===== config.mk =====
export PLATFORM = sky130hd
export DESIGN_NAME = bus_rr_arbiter
export DESIGN_NICKNAME = d
export VERILOG_FILES = /design/src/rtl/bus_rr_arbiter.sv
export SDC_FILE = /design/constraint.sdc
export NUM_CORES = 1
export LEC_CHECK = 0
export BUFFER_PORTS_ARGS = -buffer_cell sky130_fd_sc_hd__buf_2
export CAP_MARGIN = 20
export CORE_MARGIN = 10
export CORE_UTILIZATION = 37
export DETAILED_ROUTE_END_ITERATION = 8
export PLACE_DENSITY = 0.86
export RECOVER_POWER = 100
export SYNTH_ARGS = -nofsm -noshare
export SYNTH_HDL_FRONTEND = slang
export SYNTH_SLANG_ARGS = --single-unit

===== constraint.sdc =====
create_clock -name clk -period 4.4 [get_ports clk]
set_input_delay 1.32 -clock clk [delete_from_list [all_inputs] [get_ports clk]]
set_output_delay 1.32 -clock clk [all_outputs]
set_load 0.02 [all_outputs]

===== src/rtl/bus_rr_arbiter.sv =====
// bus_rr_arbiter: round-robin multi-master/multi-slave bus; `define BUS_TIMEOUT_EN bounds each ownership to MAX_HOLD cycles
module bus_rr_arbiter #(
  parameter int         N_MASTERS  = 2,
  parameter int         N_SLAVES   = 2,
  parameter int         ADDR_W     = 16,
  parameter int         DATA_W     = 32,
  parameter logic [7:0] SLAVE_BASE = 8'h01,
  parameter int         MAX_HOLD   = 16
) (
  input  logic                          clk,
  input  logic                          reset,
  input  logic [N_MASTERS-1:0]          m_req,
  input  logic [N_MASTERS-1:0]          m_wr,
  input  logic [N_MASTERS*ADDR_W-1:0]   m_addr,
  input  logic [N_MASTERS*DATA_W-1:0]   m_dout,
  output logic [N_MASTERS-1:0]          m_grant,
  output logic [DATA_W-1:0]             m_din,
  output logic                          m_derr,
  output logic [N_SLAVES-1:0]           s_sel,
  output logic                          s_wr,
  output logic [ADDR_W-1:0]             s_addr,
  output logic [DATA_W-1:0]             s_din,
  input  logic [N_SLAVES*DATA_W-1:0]    s_dout,
  output logic                          timeout
);
  localparam int OW = $clog2(N_MASTERS);
  typedef enum logic {IDLE, BUSY} state_t;
  state_t r_state, w_state_n;
  logic [OW-1:0] r_owner, r_last, w_base, w_pick, w_owner_n, w_last_n;
  logic [N_MASTERS-1:0] r_grant, w_grant_n;
  logic [DATA_W-1:0] r_din, w_rdata;
  logic [N_SLAVES-1:0] w_sel;
  logic [7:0] w_upper;
  logic w_found, w_release, w_load, w_to, w_gnt;
  function automatic logic [OW-1:0] wrap(input int v);
    return OW'(v % N_MASTERS);
  endfunction
  always_comb begin
    w_base = r_state == IDLE ? r_last : r_owner;
    w_found = 1'b0;
    w_pick = w_base;
    for (int i = N_MASTERS; i >= 1; i--) begin
      if (m_req[wrap(int'(w_base) + i)]) begin
        w_found = 1'b1;
        w_pick = wrap(int'(w_base) + i);
      end
    end
    w_release = r_state == BUSY && (!m_req[r_owner] || w_to);
    w_load = (r_state == IDLE || w_release) && w_found;
    w_state_n = (r_state == BUSY && !w_release) || w_load ? BUSY : IDLE;
    w_owner_n = w_load ? w_pick : r_owner;
    w_last_n = w_release ? r_owner : r_last;
    w_grant_n = '0;
    if (w_state_n == BUSY) w_grant_n[w_owner_n] = 1'b1;
  end
  always_ff @(posedge clk) begin
    if (reset) begin
      r_state <= IDLE;
      r_grant <= '0;
      r_owner <= '0;
      r_last <= OW'(N_MASTERS - 1);
      r_din <= '0;
    end else begin
      r_state <= w_state_n;
      r_grant <= w_grant_n;
      r_owner <= w_owner_n;
      r_last <= w_last_n;
      if (w_gnt && !s_wr) r_din <= w_rdata;
    end
  end
`ifdef BUS_TIMEOUT_EN
  localparam int CW = $clog2(MAX_HOLD) + 1;
  logic [CW-1:0] r_cnt;
  logic r_timeout;
  assign w_to = r_state == BUSY && m_req[r_owner] && r_cnt == CW'(MAX_HOLD - 1);
  always_ff @(posedge clk) begin
    if (reset) begin
      r_cnt <= '0;
      r_timeout <= 1'b0;
    end else begin
      r_cnt <= w_load ? '0 : r_state == BUSY ? r_cnt + 1'b1 : r_cnt;
      r_timeout <= w_to;
    end
  end
  assign timeout = r_timeout;
`else
  assign w_to = 1'b0;
  assign timeout = 1'b0;
`endif
  assign w_gnt = |r_grant;
  assign s_wr = w_gnt & m_wr[r_owner];
  assign s_addr = w_gnt ? m_addr[r_owner*ADDR_W +: ADDR_W] : '0;
  assign s_din = w_gnt ? m_dout[r_owner*DATA_W +: DATA_W] : '0;
  assign w_upper = s_addr[ADDR_W-1 -: 8];
  for (genvar k = 0; k < N_SLAVES; k++) begin : g_dec
    assign w_sel[k] = w_gnt && ({1'b0, w_upper} == {1'b0, SLAVE_BASE} + 9'(k));
  end
  always_comb begin
    w_rdata = '0;
    for (int k = 0; k < N_SLAVES; k++) w_rdata = w_rdata | (w_sel[k] ? s_dout[k*DATA_W +: DATA_W] : '0);
  end
  assign s_sel = w_sel;
  assign m_derr = w_gnt && !(|w_sel);
  assign m_grant = r_grant;
  assign m_din = r_din;
endmodule

==> results.toml <==
[outcome]
status = "finished, final reports clean"

[detailed_routing]
vias = 3002
drt_iter0_drc = 101
wl_per_cell_um = 17.5
routed_via_density = 4.94
drt-pass1-iter-count = 4
routed_wirelength_mm = 10.6
antenna_left = 0
drc = 0

[synthesis]
seq_area_frac_synth_pct = 32.4
synth_cells = 291
synth_edf_count = 0
async_flop_share_pct = 0
syn_area_per_cell_um2 = 7.85
synth_warnings = 0
synthTopCellsByArea = "dfxtp_1, mux2i_1, a22oi_1"
syn_area_mm2 = 0.00228
synth_cell_types = 25
synth_commonest_cells = "nor2_1, mux2i_1, nand2_1, dfxtp_1, a22oi_1"
yosys.area.top_type = "dfxtp_1"
ys.flop_type = "dfxtp_1"
yosysMostFrequentCell = "nor2_1"
yosysTopAreaCellShare_pct = 32.4
syn-num-nets = 457
synth.ff_latch_count = 37

[worst_setup_path]
crit_path_max_fanout = 17
required_ns = 3.08
cp-end-kind = "output pin"
path_class = "reg2out"
worstPathArrival_ns = 2.73
reg2reg_slack_ns = 1.66
startpoint_type = "flop"

[place]
hpwlAfterDp_mm = 9.17
pre_cts_ws_ns = 0.520
gp_congestion = 0.839
portBuffers = 251

[cts]
cts_sinks = 37
clockBufferDepth = 2
ctsHtreeMaxLevel = 2
hold_buffers = 0
cts_tree = "yes"
cts_setup_buffers = 0
cts-buffers-inserted = 5
clkLatencyLatePin_ns = 0.28
cts.repair.resized = 0
cts_root_buf = "clkbuf_8"
cts.clk_slew.worst_paths_ns = 0.08

[die]
pin_count = 253
die_w_um = 98.6
die_h_um = 98.6
std_cell_rows = 28
initial_core_util_pct = 38.3
core-area_mm2 = 0.00596
dieArea_mm2 = 0.00971

[timing]
hold_slack_ns = 0.454
fin_crit_sh_pct = 91.9
setup_viol = 0
rsz0062_at_grt = "false"
slew_headroom_pct = 22.2
fin_skew_ns = 0.00518
final_hold_viol_count = 0
period_needed_ns = 4.05
worst_slew_pin_slew_ns = 1.17
slew_violations = 0
setup_tns_ns = 0
fin_ws_ns = 0.355
fmax_mhz = 247

[run]
cap_violations = 0

[pwr]
powerDensity_mw_per_mm2 = 286
leakagePower_uw = 0.00163
ir_drop_mv = 0.190

[grt]
grt_pass1_wl_mm = 16.0
grt_max_degree = 46
grt_pass1_vias = 3150
grt_util_all_layers_pct = 19.9
grt_overflow_total = 0
antenna_found_initial = 0

[worst_hold_path]
hold_class = "reg2reg"

[cells_and_area]
nNetsFinal = 698
layout-drive-gt1-share_pct = 36.6
area_delta_synth_final_pct = 57.3
antenna_cells = 0
nFillCells = 597
-- sequential cells by signal, summed over array words and instances, names as in the netlist --
name	count
m_din	32
m_grant	2
r_last	1
r_owner	1
r_state	1
-- metal layers --
layer / GRT usage [%] / vias to the layer above / share of wire, %
met5: 0 / - / 0
met4: 4.52 / 0 / 1.9
met3: 8.45 / 21 / 8.9
met2: 36.0 / 132 / 51
met1: 20.7 / 1348 / 39
li1: - / 1501 / -
-- placed cells by master (no fill, tap or decap), types with 2 or more instances in the layout --
cell type	count
or2_2	3
nand2_1	38
bufinv_16	2
a21oi_1	5
clkbuf_8	5
buf_2	172
inv_1	2
dfxtp_1	36
mux2i_1	48
clkbuf_1	80
nor2_1	53
buf_4	6
o21ai_0	31
a22oi_1	33
nor3b_1	3
nand2b_1	2
-- stage by stage --
| step | instance area (um^2) | power, uW | instances | util, % |
|---|---|---|---|---|
| after floorplan | 2280 | 554 | 291 | - |
| after global placement | 3570 | 691 | 600 | 59.9 |
| after detailed placement | 3570 | 700 | 600 | 59.9 |
| after CTS | 3710 | 1050 | 608 | 62.2 |
| after global routing | 3590 | 1080 | 608 | 60.3 |
| final | 3590 | 1030 | 608 | 60.3 |
-- path summary, 6_finish.rpt --
check,from,to,cells past startpoint
max,r_owner,s_din[31],5
min,m_din[25],m_din[25],2
max reg2reg,r_owner,m_din[8],5
min reg2reg,m_din[25],m_din[25],2
-- critical path, stage by stage, from the launching register on --
cell	delay [ns]
dfxtp_2	0.50
clkbuf_2	0.44
clkbuf_1	0.91
mux2i_1	0.18
nor2_1	0.14
clkbuf_1	0.27
-- kinds of logic after synthesis --
group / synth area share [%]
flip-flops: 32.4
multiplexers: 21.0
buffers and inverters: 6.30
other: 0.164
AO/OA/AOI/OAI: 22.1
AND/OR/NAND/NOR: 18.0
-- final cells by class --
cell class                 instances  area, um^2  area share [%]
clock buffer                       5        68.8            1.92
clock inverter                     3        68.8            1.92
inverter                           2        7.51           0.209
multi-input combinational        227        1400            39.0
sequential                        37         742            20.7
tap                               75        93.8            2.61
timing repair buffer             259        1210            33.7
-- power breakdown --
group | internal [uW] | switching [uW] | leakage (uW)
combinational | 132 | 192 | 0.00126
clock | 228 | 120 | 0.0000687
sequential | 345 | 8.40 | 0.000300
total | 705 | 320 | 0.00163
Note: power is estimated with default switching activity, not from simulation.
